<file path="config.mk">
export PLATFORM = sky130hd
export DESIGN_NAME = dffram_arb
export DESIGN_NICKNAME = d
export VERILOG_FILES = /design/src/rtl/dffram_arb_pkg.sv /design/src/rtl/dffram_rr_arb.sv /design/src/rtl/dffram_arb.sv
export SDC_FILE = /design/constraint.sdc
export NUM_CORES = 1
export LEC_CHECK = 0
export BUFFER_PORTS_ARGS = -buffer_cell sky130_fd_sc_hd__buf_2
export CELL_PAD_IN_SITES_DETAIL_PLACEMENT = 2
export CELL_PAD_IN_SITES_GLOBAL_PLACEMENT = 2
export CORE_UTILIZATION = 11
export DETAILED_ROUTE_END_ITERATION = 8
export PLACE_DENSITY_LB_ADDON = 0.3
export RECOVER_POWER = 25
export SYNTH_ARGS = -nofsm -noshare
export SYNTH_HDL_FRONTEND = slang
export SYNTH_SLANG_ARGS = --single-unit
</file>
<file path="constraint.sdc">
create_clock -name clk -period 3.9 [get_ports clk]
set_input_delay 0.78 -clock clk [delete_from_list [all_inputs] [get_ports clk]]
set_output_delay 0.78 -clock clk [all_outputs]
set_load 0.02 [all_outputs]
</file>
<file path="src/rtl/dffram_arb_pkg.sv">
// Shared sizing constants and FSM state type for the two-port DFFRAM arbiter.
package dffram_arb_pkg;

  localparam int ADDR_W = 3;
  localparam int DATA_W = 32;
  localparam int DEPTH  = 2 ** ADDR_W;
  localparam int BE_W   = DATA_W / 8;

  typedef enum logic [0:0] {
    ST_INIT  = 1'b0,
    ST_SERVE = 1'b1
  } state_e;

endpackage

</file>
<file path="src/rtl/dffram_rr_arb.sv">
// Two-way round-robin arbiter: combinational grant, pointer moves to the loser after each grant.
module dffram_rr_arb (
  input  logic       clk,
  input  logic       rst,
  input  logic [1:0] req,
  input  logic       advance,
  output logic [1:0] grant
);

  logic ptr_r;

  // Grant selection; the pointer only matters under contention.
  always_comb begin
    grant = 2'b00;
    if (req == 2'b11) begin
      grant = ptr_r ? 2'b10 : 2'b01;
    end else begin
      grant = req;
    end
  end

  // Priority pointer update.
  always_ff @(posedge clk) begin
    if (rst) begin
      ptr_r <= 1'b0;
    end else if (advance && (grant != 2'b00)) begin
      ptr_r <= grant[0];
    end else begin
      ptr_r <= ptr_r;
    end
  end

endmodule

</file>
<file path="src/rtl/dffram_arb.sv">
// Two-requester front end for a single-port DFFRAM: clears the RAM after reset,
// then arbitrates one access per cycle and returns the pre-access word a cycle later.
module dffram_arb #(
  parameter int ADDR_W = 3,
  parameter int DATA_W = 32
) (
  input  logic                  clk,
  input  logic                  rst,
  input  logic                  p0_valid,
  output logic                  p0_ready,
  input  logic [DATA_W/8-1:0]   p0_we,
  input  logic [ADDR_W-1:0]     p0_addr,
  input  logic [DATA_W-1:0]     p0_wdata,
  output logic                  p0_rsp_valid,
  output logic [DATA_W-1:0]     p0_rsp_rdata,
  input  logic                  p1_valid,
  output logic                  p1_ready,
  input  logic [DATA_W/8-1:0]   p1_we,
  input  logic [ADDR_W-1:0]     p1_addr,
  input  logic [DATA_W-1:0]     p1_wdata,
  output logic                  p1_rsp_valid,
  output logic [DATA_W-1:0]     p1_rsp_rdata,
  output logic                  ram_en,
  output logic [DATA_W/8-1:0]   ram_we,
  output logic [ADDR_W-1:0]     ram_a,
  output logic [DATA_W-1:0]     ram_di,
  input  logic [DATA_W-1:0]     ram_do,
  output logic                  init_done
);

  import dffram_arb_pkg::*;

  localparam int BE = DATA_W / 8;
  localparam logic [ADDR_W-1:0] LAST_WORD = {ADDR_W{1'b1}};

  state_e              state_r;
  state_e              state_nxt;
  logic [ADDR_W-1:0]   cnt_r;
  logic                init_done_r;
  logic                rsp_valid_r;
  logic                rsp_tag_r;
  logic                serving_s;
  logic [1:0]          req_s;
  logic [1:0]          grant_s;

  assign serving_s = (state_r == ST_SERVE) && !rst;
  assign req_s     = {p1_valid, p0_valid} & {2{serving_s}};

  dffram_rr_arb u_rr_arb (
    .clk     (clk),
    .rst     (rst),
    .req     (req_s),
    .advance (serving_s),
    .grant   (grant_s)
  );

  assign p0_ready  = grant_s[0];
  assign p1_ready  = grant_s[1];
  assign init_done = init_done_r;

  // FSM next state: leave INIT once the last word is being cleared.
  always_comb begin
    state_nxt = state_r;
    case (state_r)
      ST_INIT: begin
        if (cnt_r == LAST_WORD) begin
          state_nxt = ST_SERVE;
        end else begin
          state_nxt = ST_INIT;
        end
      end
      ST_SERVE: state_nxt = ST_SERVE;
      default:  state_nxt = ST_INIT;
    endcase
  end

  // RAM port mux: clear during INIT, granted requester during SERVE, idle zeros otherwise.
  always_comb begin
    ram_en = 1'b0;
    ram_we = {BE{1'b0}};
    ram_a  = {ADDR_W{1'b0}};
    ram_di = {DATA_W{1'b0}};
    if (rst) begin
      ram_en = 1'b0;
    end else if (state_r == ST_INIT) begin
      ram_en = 1'b1;
      ram_we = {BE{1'b1}};
      ram_a  = cnt_r;
    end else if (grant_s[0]) begin
      ram_en = 1'b1;
      ram_we = p0_we;
      ram_a  = p0_addr;
      ram_di = p0_wdata;
    end else if (grant_s[1]) begin
      ram_en = 1'b1;
      ram_we = p1_we;
      ram_a  = p1_addr;
      ram_di = p1_wdata;
    end else begin
      ram_en = 1'b0;
    end
  end

  // State, clear counter and response tracking.
  always_ff @(posedge clk) begin
    if (rst) begin
      state_r     <= ST_INIT;
      cnt_r       <= {ADDR_W{1'b0}};
      init_done_r <= 1'b0;
      rsp_valid_r <= 1'b0;
      rsp_tag_r   <= 1'b0;
    end else begin
      state_r     <= state_nxt;
      cnt_r       <= (state_r == ST_INIT) ? cnt_r + {{(ADDR_W-1){1'b0}}, 1'b1} : cnt_r;
      init_done_r <= (state_nxt == ST_SERVE);
      rsp_valid_r <= |grant_s;
      rsp_tag_r   <= grant_s[1];
    end
  end

  // A reset in the response cycle suppresses that response as well.
  assign p0_rsp_valid = rsp_valid_r && !rsp_tag_r && !rst;
  assign p1_rsp_valid = rsp_valid_r &&  rsp_tag_r && !rst;
  assign p0_rsp_rdata = p0_rsp_valid ? ram_do : {DATA_W{1'b0}};
  assign p1_rsp_rdata = p1_rsp_valid ? ram_do : {DATA_W{1'b0}};

endmodule
</file>
# Word level (Yosys, flattened, before mapping)
# Index checks and enable logic that the tools add are counted.
# totals
register_bits,7
input_bits,114
output_inout_bits,109
wordCells,42
# classes
add_sub_neg,1
n_eq_ne,2
muxes,22
bitwise_logic,2
n_reduce_logical,10
# ops
cell,n
$mux 32,6
$mux 4,4
$mux 3,4
$logic_and 1x1->1,6
$mux 1,5
$mux 2,2
$add 3x1->3 const B,1
$eq 3x3->1 const B,1
$and 2x2->2,1
$eq 2x2->1 const B,1
$logic_not 1->1,2
$pmux 1 s2,1
$reduce_bool 2->1,1
$reduce_or 2->1,1
$not 1->1,1

# Longest topological paths before layout
# logic_depth
depth_word,9
mapped_depth,6
ltp_nobuf,4

# Hierarchy
# Synthesis repeated with hierarchy kept, for this count alone.
# unflattened
hier_cells,244
hier_area_um2,1582.8
# by_module_without_submodules
module,n_inst,cells_per_inst,area_each_um2,seq_area_each_um2
dffram_arb,1,237,1517.7,120.1
dffram_rr_arb,1,7,65.1,20.0

# Worst setup path before layout
# OpenSTA, ideal clock, no wires.
# synth_timing
kind,input -> output
from,input port p0_valid
to,output port ram_di[30]
arrival_time_ns,1.737
t_required_ns,3.120
path_slack_ns,1.383
cell_stages,4
n_path_buf,1
cell_sequence,nor2b_2 -> nor3b_4 -> buf_6 -> a22o_1
# synth_between
elab_chain_len,7
# synth_rtl
element,line_no,text
from (decl),dffram_arb.sv:9,"input logic p0_valid,"
$and 2x2->2,dffram_arb.sv:47,"assign req_s = {p1_valid, p0_valid} & {2{serving_s}};"
$eq 2x2->1,dffram_rr_arb.sv:15,if (req == 2'b11) begin
$mux 2,dffram_rr_arb.sv:15,
via p1_ready,dffram_arb.sv:17,"output logic p1_ready,"
$mux 32,dffram_arb.sv:94,end else if (grant_s[1]) begin
$mux 32,dffram_arb.sv:89,end else if (grant_s[0]) begin
$mux 32,dffram_arb.sv:85,end else if (state_r == ST_INIT) begin
$mux 32,dffram_arb.sv:83,if (rst) begin
to (decl),dffram_arb.sv:26,"output logic [DATA_W-1:0] ram_di,"
# The timed path passes the listed nets, and every way through them passes these cells.

# Worst setup path after layout
# layout_timing
from,input port rst
to,output port ram_a[2]
# layout_between
elab_chain_len,9
# layout_rtl
element,line_no,text
from (decl),dffram_arb.sv:8,"input logic rst,"
$logic_not 1->1,dffram_arb.sv:46,assign serving_s = (state_r == ST_SERVE) && !rst;
$logic_and 1x1->1,dffram_arb.sv:46,
$and 2x2->2,dffram_arb.sv:47,
$eq 2x2->1,dffram_rr_arb.sv:15,
$mux 2,dffram_rr_arb.sv:15,
$mux 3,dffram_arb.sv:94,
$mux 3,dffram_arb.sv:89,
$mux 3,dffram_arb.sv:85,
$mux 3 (*),dffram_arb.sv:83,
to (decl),dffram_arb.sv:25,"output logic [ADDR_W-1:0] ram_a,"
# Every way passes the cells marked *; elsewhere a longest branch is shown, timed or not.

==> impl_metrics.yaml <==
outcome:
  outcome: "finished, final reports clean"
detailed_routing:
  vias: 2083
  vias_per_cell: 4.08
  wirelength_um: 7790
  ant_nets: 0
  route.detailed.drc: 0
  drt-initial-drc-count: 103
  wl_per_cell_um: 15.2
  dr.pass1.iters: 2
power_and_ir_drop:
  p_leak_nw: 1.52
  total_power_mw: 0.356
  powerDensity_nw_per_um2: 142
  ir_drop_mv: 0.102
floorplanning:
  die_h_um: 108
  dieArea_um2: 11700
  initial_core_util: 0.114
  die_w_um: 108
  design.core.area_um2: 10900
  rows: 38
  ios: 223
global_route:
  grt_pass1_vias: 2246
  grt_max_degree: 37
  grt_most_used_layer: "met2"
  gr-usage-met1: 0.114
  met2_usage: 0.248
  grt_pass1_wl_um: 11200
  antenna_found_initial: 1
  overflow: 0
  grtUsageTotal: 0.124
  gr-usage-met3: 0.0518
final_layout:
  diodes: 0
  fin_nets: 488
  drive_above_1_share: 0.620
  post-route-cell-area_um2: 2510
  syn_to_final_growth_pct: 102
  stdcell_count: 511
  fill_cells: 1335
  final_util: 0.229
placement:
  dpl.hpwl_um: 6770
  routabilityCongestion: 0.689
  io_buffers: 222
  placed_area_um2: 2460
  dp_slack_ps: 990
  place_inst: 507
yosys:
  ys_ff_latch: 7
  netlist_top_cells_count: "66 x and2_1, 22 x a22o_1, 10 x a22o_2, 10 x nor2_1"
  synth.area.top_cells: "and2_1 33%, a22o_1 16%, dfxtp_1 11%, a22o_2 8.1%, buf_6 6.3%"
  synth_edf_count: 0
  synth_fp_nets: 272
  synth_top_area_share: 0.332
  yosysMostFrequentCell: "and2_1"
  synth_top_area_cell: "and2_1"
  syn_inst: 156
  avgSynthCellArea_um2: 7.96
  ys.flop_type: "dfxtp_1"
  synthArstFlopShare: 0
  syn_area_um2: 1240
  ys_warn_count: 0
  yosysSeqAreaShare: 0.113
  synth_cell_types: 27
clock_tree:
  postCtsSetupBuffers: 0
  cts_sinks: 7
  cts_hold_buf: 0
  htree_levels: 1
  clk_pin_slew_ps: 40
  cts-resized-gates: 0
  cts_root_buf: "clkbuf_16"
  clock_path_buffers: 2
  numCtsBuffers: 3
  cts_tree: "built"
  clk_latency_ps: 230
worst_setup_path:
  arrival_ps: 2360
  max_stage_delay_ps: 410
  path_max_fanout: 36
  slowest_stage: "a221o_2"
  crit_path_end_kind: "output pin"
  path_cells: "clkbuf_1, nand2b_1, or2_4, inv_4, a221o_2, buf_2"
  crit-reg2reg-launch: "init_done$_SDFF_PP0_"
  critical_path_class: "in -> out"
  worstSetupStartpoint: "rst"
  critPathRequiredTime_ps: 3120
  worst_setup_path_start_kind: "input pin"
timing:
  fin_ws_ps: 757
  finalCriticalPeriod_ps: 3140
  rsz0062_at_grt: "false"
  max_freq_ghz: 0.318
  setup_viol: 0
  worst_pin_slew_ps: 544
  setup_tns_ps: 0
  finalMaxSlewViolations: 0
  hold_viol_final: 0
  finClkSkew_ps: 0.239
  hold-worst-slack_ps: 527
  fin_crit_sh: 0.806
  worst_slew_margin_rel: 0.636
hold_path:
  hp-class: "reg -> reg"
  hold_path_startpoint: "cnt_r[2]$_SDFFE_PP0N_"
job:
  cap_violations: 0
## worst max-delay path: cells and delay by family
| kind | cells | cell delay (ps) |
|---|---|---|
| compound gates | 1 | 410 |
| buf+inv | 3 | 640 |
| simple gates | 2 | 500 |
## sequential cells by signal, indices dropped and copies added, names as in the netlist
| signal | flops |
|---|---|
| u_rr_arb.ptr_r | 1 |
| cnt_r | 3 |
| init_done | 1 |
| rsp_valid_r | 1 |
| rsp_tag_r | 1 |
## power by group
group / switching, mW / internal [mW]
Combinational: 0.0454 / 0.0544
Clock: 0.0415 / 0.136
Sequential: 0.00276 / 0.0752
Total: 0.0897 / 0.266
## logic make-up after synthesis
logic type | after synthesis | synth area share
fa+ha+maj | 2 | 0.0201
buf+inv | 15 | 0.0917
mux | 2 | 0.0161
xor+xnor | 1 | 0.00705
compound gates | 43 | 0.314
flops | 7 | 0.113
simple gates | 86 | 0.438
## layout make-up
cell class,count,area (µm²),area share
repair buffers,225,1130,0.449
clock buffers,4,78.8,0.0314
inverters,1,6.26,0.00250
flip-flops and latches,7,140,0.0559
multi-input cells,134,981,0.391
well taps,140,175,0.0699
## layout by cell type, fill, tap and decap left out
cell type  count
o21ai_0        1
nor3_1         1
dfxtp_1        7
nor2b_2        1
a22o_2        10
and2_0         6
buf_12         1
and3b_1        1
buf_2        206
buf_4          2
a21oi_1        2
a221o_2        2
xor2_1         1
or2_4          1
nand2b_1       2
nor3b_2        1
nor3b_4        1
ha_1           2
a21bo_2        1
nor3b_1        1
nand2_1        1
clkbuf_16      3
and2_1        60
a22o_1        22
clkbuf_1      17
nor2_1        10
inv_4          1
a221o_1        5
mux2i_1        2
## layer usage
layer	share of wire	vias to the layer above
met5	0.0023	-
met4	0.0074	2
met3	0.14	7
met2	0.53	153
met1	0.32	938
li1	-	983
## worst paths after layout
check	to	slack, ps	cells after the start
max	ram_a[2]	760	6
min	cnt_r[2]$_SDFFE_PP0N_	530	2
max reg2reg	u_rr_arb.ptr_r$_SDFFE_PP0P_	2610	3
min reg2reg	cnt_r[2]$_SDFFE_PP0N_	530	2
No activity file was read; power rests on OpenSTA's default activity.
